`config.mk`:
```
export PLATFORM = sky130hd
export DESIGN_NAME = exp6_unidade_controle
export DESIGN_NICKNAME = d
export VERILOG_FILES = /design/src/rtl/exp6_unidade_controle.sv
export SDC_FILE = /design/constraint.sdc
export NUM_CORES = 1
export LEC_CHECK = 0
export ABC_AREA = 1
export CORE_UTILIZATION = 30
export DETAILED_ROUTE_END_ITERATION = 7
export GPL_ROUTABILITY_DRIVEN = 0
export HOLD_SLACK_MARGIN = 0.05
export PLACE_DENSITY = 0.61
export SYNTH_ARGS = -nofsm -noshare
export SYNTH_HDL_FRONTEND = slang
export SYNTH_SLANG_ARGS = --single-unit
```
`constraint.sdc`:
```
create_clock -name clock -period 1.3 [get_ports clock]
set_input_delay 0.195 -clock clock [delete_from_list [all_inputs] [get_ports clock]]
set_output_delay 0.195 -clock clock [all_outputs]
set_load 0.02 [all_outputs]
```
`src/rtl/exp6_unidade_controle.sv`:
```
// Moore control unit for the exp6 multi-round memory game.
// Optional inactivity timeout is enabled with the EXP6_TIMEOUT_EN macro.
module exp6_unidade_controle #(
  parameter int TIMEOUT_CICLOS = 5000,
  parameter int TW             = 16
) (
  input  logic       clock,
  input  logic       reset,
  input  logic       iniciar,
  input  logic       jogada,
  input  logic       igual,
  input  logic       fimE,
  input  logic       fimL,
  output logic       zeraE,
  output logic       contaE,
  output logic       zeraL,
  output logic       contaL,
  output logic       zeraR,
  output logic       registraR,
  output logic       acertou,
  output logic       errou,
  output logic       timeout,
  output logic       pronto,
  output logic [3:0] db_estado
);

  typedef enum logic [3:0] {
    INICIAL        = 4'h0,
    PREPARACAO     = 4'h1,
    INICIA_RODADA  = 4'h2,
    ESPERA         = 4'h3,
    REGISTRA       = 4'h4,
    COMPARACAO     = 4'h5,
    PROXIMA_JOGADA = 4'h6,
    PROXIMA_RODADA = 4'h7,
    FIM_ACERTO     = 4'hA,
    FIM_TIMEOUT    = 4'hD,
    FIM_ERRO       = 4'hE
  } estado_t;

  estado_t    state_q, state_d;
  logic       zera_e_q, zera_e_d;
  logic       conta_e_q, conta_e_d;
  logic       zera_l_q, zera_l_d;
  logic       conta_l_q, conta_l_d;
  logic       zera_r_q, zera_r_d;
  logic       registra_r_q, registra_r_d;
  logic       acertou_q, acertou_d;
  logic       errou_q, errou_d;
  logic       timeout_q, timeout_d;
  logic       pronto_q, pronto_d;
  logic [3:0] db_estado_q, db_estado_d;

`ifdef EXP6_TIMEOUT_EN
  logic [TW-1:0] cnt_q, cnt_d;
  logic          tmo_hit;
`endif

  always_comb begin
    state_d = state_q;
`ifdef EXP6_TIMEOUT_EN
    tmo_hit = (cnt_q == TW'(TIMEOUT_CICLOS - 1));
    // Counter only runs while waiting for a play and saturates at all ones.
    cnt_d = '0;
    if (state_q == ESPERA) begin
      cnt_d = (cnt_q == '1) ? cnt_q : cnt_q + TW'(1);
    end
`endif

    case (state_q)
      INICIAL:        if (iniciar) state_d = PREPARACAO;
      PREPARACAO:     state_d = INICIA_RODADA;
      INICIA_RODADA:  state_d = ESPERA;
      ESPERA: begin
        if (jogada) begin
          state_d = REGISTRA;
        end
`ifdef EXP6_TIMEOUT_EN
        else if (tmo_hit) begin
          state_d = FIM_TIMEOUT;
        end
`endif
      end
      REGISTRA:       state_d = COMPARACAO;
      COMPARACAO: begin
        if (!igual)     state_d = FIM_ERRO;
        else if (!fimE) state_d = PROXIMA_JOGADA;
        else if (fimL)  state_d = FIM_ACERTO;
        else            state_d = PROXIMA_RODADA;
      end
      PROXIMA_JOGADA: state_d = ESPERA;
      PROXIMA_RODADA: state_d = INICIA_RODADA;
      FIM_ACERTO, FIM_TIMEOUT, FIM_ERRO: if (iniciar) state_d = PREPARACAO;
      default:        state_d = INICIAL;
    endcase

    // Outputs are decoded from the next state so they register alongside it.
    zera_e_d     = (state_d == INICIAL) || (state_d == PREPARACAO) || (state_d == INICIA_RODADA);
    zera_l_d     = (state_d == INICIAL) || (state_d == PREPARACAO);
    zera_r_d     = (state_d == INICIAL) || (state_d == PREPARACAO);
    registra_r_d = (state_d == REGISTRA);
    conta_e_d    = (state_d == PROXIMA_JOGADA);
    conta_l_d    = (state_d == PROXIMA_RODADA);
    acertou_d    = (state_d == FIM_ACERTO);
    errou_d      = (state_d == FIM_ERRO);
`ifdef EXP6_TIMEOUT_EN
    timeout_d    = (state_d == FIM_TIMEOUT);
`else
    timeout_d    = 1'b0;
`endif
    pronto_d     = (state_d == FIM_ACERTO) || (state_d == FIM_ERRO) || (state_d == FIM_TIMEOUT);

    case (state_d)
      INICIAL, PREPARACAO, INICIA_RODADA, ESPERA, REGISTRA, COMPARACAO,
      PROXIMA_JOGADA, PROXIMA_RODADA, FIM_ACERTO, FIM_TIMEOUT, FIM_ERRO:
        db_estado_d = state_d;
      default: db_estado_d = 4'hF;
    endcase
  end

  always_ff @(posedge clock or negedge reset) begin
    if (!reset) begin
      state_q      <= INICIAL;
      zera_e_q     <= 1'b1;
      conta_e_q    <= 1'b0;
      zera_l_q     <= 1'b1;
      conta_l_q    <= 1'b0;
      zera_r_q     <= 1'b1;
      registra_r_q <= 1'b0;
      acertou_q    <= 1'b0;
      errou_q      <= 1'b0;
      timeout_q    <= 1'b0;
      pronto_q     <= 1'b0;
      db_estado_q  <= 4'h0;
`ifdef EXP6_TIMEOUT_EN
      cnt_q        <= '0;
`endif
    end else begin
      state_q      <= state_d;
      zera_e_q     <= zera_e_d;
      conta_e_q    <= conta_e_d;
      zera_l_q     <= zera_l_d;
      conta_l_q    <= conta_l_d;
      zera_r_q     <= zera_r_d;
      registra_r_q <= registra_r_d;
      acertou_q    <= acertou_d;
      errou_q      <= errou_d;
      timeout_q    <= timeout_d;
      pronto_q     <= pronto_d;
      db_estado_q  <= db_estado_d;
`ifdef EXP6_TIMEOUT_EN
      cnt_q        <= cnt_d;
`endif
    end
  end

  assign zeraE     = zera_e_q;
  assign contaE    = conta_e_q;
  assign zeraL     = zera_l_q;
  assign contaL    = conta_l_q;
  assign zeraR     = zera_r_q;
  assign registraR = registra_r_q;
  assign acertou   = acertou_q;
  assign errou     = errou_q;
  assign timeout   = timeout_q;
  assign pronto    = pronto_q;
  assign db_estado = db_estado_q;

endmodule

```
# Word-level counts from Yosys, hierarchy flattened
# Cells that the tools add are included.
dict set report word_totals {
  regBits 16
  output_inout_bits 14
}
dict set report classes {
  eq_ne 20
  mux 7
  n_reduce_logical 10
}
# op count
set op_table {}
lappend op_table {{$eq 4x3->1 const B} 8}
lappend op_table {{$eq 4x4->1 const B} 6}
lappend op_table {{$mux 4} 6}
lappend op_table {{$pmux 4 s6} 1}
lappend op_table {{$eq 4x2->1 const B} 4}
lappend op_table {{$reduce_or 11->1} 1}
lappend op_table {{$eq 4x1->1 const B} 2}
lappend op_table {{$logic_not 4->1} 2}
lappend op_table {{$logic_or 1x1->1} 4}
lappend op_table {{$reduce_or 2->1} 2}
lappend op_table {{$reduce_or 4->1} 1}

# Longest topological paths before layout
dict set report logic_depth {
  depth_word 7
  ltp_mapped 9
  mapped_depth_nobuf 9
}

# Worst setup path before layout
# Ideal clock, no wire load.
dict set report synth_timing {
  kind {reg2reg}
  from {register state_q[1]}
  to {register zera_e_q (netlist: zeraE)}
  setup_time_ns 0.064
  t_arrival_ns 1.107
  setup_slack_ns 0.129
  path_stages_with_launch 8
  n_path_buf 0
  cell_sequence {dfrtp_1 > inv_1 > nand2_1 > nand3_2 > nand3_2 > a21oi_2 > nand2_1 > nor2_2}
}
dict set report synth_between {
  elab_chain_cells 6
}
# element line
set synth_lines {}
lappend synth_lines {{start: declaration} 41} ;# estado_t state_q, state_d;
lappend synth_lines {{start signal: assignment} 139} ;# state_q <= state_d;
lappend synth_lines {{$eq 4x4->1, or another cell as far along} 70} ;# case (state_q)
lappend synth_lines {{$reduce_or 4->1 (no source line) / $reduce_or 2->1 (equally long branches)} --}
lappend synth_lines {{$pmux 4 s6 (*)} 70}
lappend synth_lines {{$eq 4x1->1 / $logic_not 4->1 (equally long branches)} 98} ;# zera_e_d = (state_d == INICIAL) || (state_d == PREPARACAO) || (state_d == INICIA_RODADA);
lappend synth_lines {{$logic_or 1x1->1} 98}
lappend synth_lines {{$logic_or 1x1->1 (*)} 98}
lappend synth_lines {{via zera_e_d} 42} ;# logic zera_e_q, zera_e_d;
lappend synth_lines {{end signal: assignment} 140} ;# zera_e_q <= zera_e_d;
lappend synth_lines {{end: declaration} 42}
# The timed path passes the listed nets; every way through them passes the cells marked *.

# Worst setup path in the final report
dict set report layout_timing {
  from {register state_q[1]}
  to {register conta_e_q (netlist: contaE)}
}
dict set report layout_between {
  elab_chain_cells 4
}
# element line
set layout_lines {}
lappend layout_lines {{$eq 4x4->1, or another cell as far along} 70}
lappend layout_lines {{$reduce_or 4->1 (no source line) / $reduce_or 2->1 (equally long branches)} --}
lappend layout_lines {{$pmux 4 s6 (*)} 70}
lappend layout_lines {{via state_d[2]} 41}
lappend layout_lines {{$eq 4x3->1 (*)} 102} ;# conta_e_d = (state_d == PROXIMA_JOGADA);
lappend layout_lines {{via conta_e_d} 43} ;# logic conta_e_q, conta_e_d;
lappend layout_lines {{end signal: assignment} 141} ;# conta_e_q <= conta_e_d;
lappend layout_lines {{end: declaration} 43}
# Marked as above.

==> results.sh <==
export IMPL_outcome="finished with violations"
export IMPL_violations_in_the_final_reports="setup timing"
export IMPL_timing_critical_path_max_delay_family="simple AND/OR/NAND/NOR gates"
export IMPL_fillCellCount=242
export IMPL_antenna_cells_inserted=0
export IMPL_finalHoldViolations=0
export IMPL_grt_first_pass_wirelength_um=2940
export IMPL_critical_path_buf_inv_count=1
export IMPL_fin_ws_ns=-0.0344
export IMPL_min_path_type="input port to async pin"
export IMPL_antenna_found_initial=0
export IMPL_path_clk_slew_ns=0.09
export IMPL_synth_net_count=102
export IMPL_netlist_cell_type_count=16
export IMPL_finalWorstPathRequiredPeriod_ns=1.33
export IMPL_route_layer_met1_wl_um=740
export IMPL_fin_crit_sh=1.03
export IMPL_yosysWarningCount=0
export IMPL_drt_initial_drc_count=11
export IMPL_end_kind="flop"
export IMPL_synthCells=95
export IMPL_max_freq_mhz=749
export IMPL_timing_critical_path_slowest_cell_delay_ns=0.42
export IMPL_port_buffers=19
export IMPL_fin_cells=160
export IMPL_total_leakage_power_nw=0.667
export IMPL_cp_common_cell="sky130_fd_sc_hd__nand2_1"
export IMPL_drt_antenna_violating_nets=0
export IMPL_ir_worst_vdd_uv=994
export IMPL_remaining_drc_errors=0
export IMPL_met2WireLength_um=906
export IMPL_power_density_cells_mw_per_mm2=2050
export IMPL_report_power_total_w=0.00250
export IMPL_coreArea_mm2=0.00245
export IMPL_sequential_cell_area_um2=407
export IMPL_criticalPathCategory="flop to flop"
export IMPL_placed_cells=153
export IMPL_critical_path_arrival_ns=1.56
export IMPL_height_of_the_die_um=52.7
export IMPL_floorplan_initialDensity=0.314
export IMPL_register_area_share_after_synthesis=0.522
export IMPL_post_detailed_routing_wire_length_um=1720
export IMPL_cts_tree="yes"
export IMPL_synth_ff_latch_count=16
export IMPL_slowest_stage="sky130_fd_sc_hd__dfrtp_1"
export IMPL_ioPinCount=21
export IMPL_first_global_vias=724
export IMPL_die_area_mm2=0.00278
export IMPL_setup_violations=4
export IMPL_globalRoute_totalOverflow=0
export IMPL_nets=138
export IMPL_timing_critical_path_cells="buf_4 -> nand2_4 -> nand3_2 -> nand3_4 -> nand2_1 -> nand2_2 -> nand2_1 -> nor2_2"
export IMPL_crit_required_ns=1.52
export IMPL_area_growth_syn_to_layout_pct=57.9
export IMPL_dp_hpwl_um=1280
export IMPL_mean_syn_cell_area_um2=8.13
export IMPL_dr_total_vias=675
export IMPL_groute_usage_overall=0.148
export IMPL_max_cap_violations=0
export IMPL_cts_path_max_buffers=2
export IMPL_report_final_slew_viol_count=0
export IMPL_setup_repair_after_global_routing_missed_its_margin="true"
export IMPL_clkLatencyLatePin_ns=0.28
export IMPL_grt_start_max_net_pins=17
export IMPL_holdBufCountCts=0
export IMPL_die_w_um=52.7
export IMPL_layout_drive_gt1_share=0.477
export IMPL_critical_path_max_fanout=6
export IMPL_drt_pass1_iter_count=4
export IMPL_post_drt_via_cell_ratio=4.22
export IMPL_kind_of_launch_point_of_the_worst_setup_path="flop"
export IMPL_wl_per_cell_um=10.8
export IMPL_synth_area_um2=772
export IMPL_cts_inserted_buffers=3
export IMPL_num_rows=18
export IMPL_multi_input_area_um2=412
export IMPL_finalClockSkew_ns=0.00213
export IMPL_utilization=0.496
export IMPL_htree_levels=1
export IMPL_maxUsedRoutingLayer="met3"
export IMPL_wl_met3_um=76
export IMPL_setup_total_negative_slack_ns=-0.0685
export IMPL_clkSinkCount=16
export IMPL_cts_root_buf="sky130_fd_sc_hd__clkbuf_4"
## final timing paths
| path | from | to | slack (ns) | depth (start not counted) |
|---|---|---|---|---|
| setup / recovery | state_q[1] | contaE | -0.03 | 8 |
| hold / removal | reset | errou | 0.21 | 2 |
| setup reg to reg | state_q[1] | contaE | -0.03 | 8 |
| hold reg to reg | state_q[3] | contaL | 0.67 | 3 |
| max in group asynchronous | reset | zeraE | 0.84 | 2 |
| min in group clock | fimL | contaL | 0.60 | 4 |
## flip-flops by register name, indices dropped and copies added (netlist names)
register / flops
contaE: 1
db_estado: 4
zeraR: 1
state_q: 4
zeraE: 1
pronto: 1
errou: 1
contaL: 1
acertou: 1
registraR: 1
## where the power goes
group          internal (W)  switching (W)
clock              0.000170       0.000150
sequential         0.000675       0.000107
combinational      0.000560       0.000838
total               0.00141        0.00109
## synthesized netlist by cell type (all sizes together)
library cell,n,area share
or2,1,0.0081
dfstp,2,0.068
a21oi,3,0.029
nand2,31,0.17
dfrtp,14,0.45
conb,1,0.0049
inv,14,0.068
o21ai,1,0.0065
nand3,8,0.078
buf,2,0.019
nor2,18,0.097
## what timing repair did
| action | in CTS | in global routing |
|---|---|---|
| setup buffers | 3 | 0 |
| resized for setup | 34 | 19 |
| pin swaps | 4 | 4 |
| setup endpoints to repair | 17 | 10 |
## through the flow
step | hold slack (ns) | setup WS (ns) | cell area [µm²]
final | 0.214 | -0.0344 | 1220
after global routing | 0.242 | -0.125 | 1220
after CTS | 0.216 | -0.0355 | 1170
after detailed placement | 0.533 | -0.150 | 1070
after global placement | 0.528 | -0.143 | 1070
after floorplan | -0.101 | 0.129 | 772
## logic make-up after synthesis
group,after synthesis,share of synthesized area
compound gates,4,0.0356
buf+inv,16,0.0875
flops,16,0.522
other cells,1,0.00486
simple gates,58,0.350
## layer usage
layer | vias to the layer above | global-route usage
met4 | 0 | 0.0132
met5 | - | 0
met1 | 306 | 0.173
li1 | 353 | -
met2 | 16 | 0.262
met3 | 0 | 0.0580
## placed cells by master (no fill, tap or decap), types with 5 or more instances in the layout
cell / netlist / layout
sky130_fd_sc_hd__buf_4: 2 / 14
sky130_fd_sc_hd__nand2_2: 5 / 6
sky130_fd_sc_hd__dlygate4sd2_1: 0 / 10
sky130_fd_sc_hd__inv_2: 1 / 5
sky130_fd_sc_hd__clkdlybuf4s50_1: 0 / 6
sky130_fd_sc_hd__dfrtp_1: 14 / 11
sky130_fd_sc_hd__nand2_1: 26 / 22
sky130_fd_sc_hd__nand3_2: 4 / 5
sky130_fd_sc_hd__nor2_2: 3 / 7
sky130_fd_sc_hd__nor2_1: 15 / 8
sky130_fd_sc_hd__inv_1: 13 / 9
## cell type report
cell class,instances,share of cell area
Multi-Input combinational cell,63,0.338
Sequential cell,16,0.334
Timing Repair Buffer,33,0.225
Inverter,14,0.0431
Tap cell,30,0.0308
Clock buffer,4,0.0298
(Power assumes the default switching activity.)
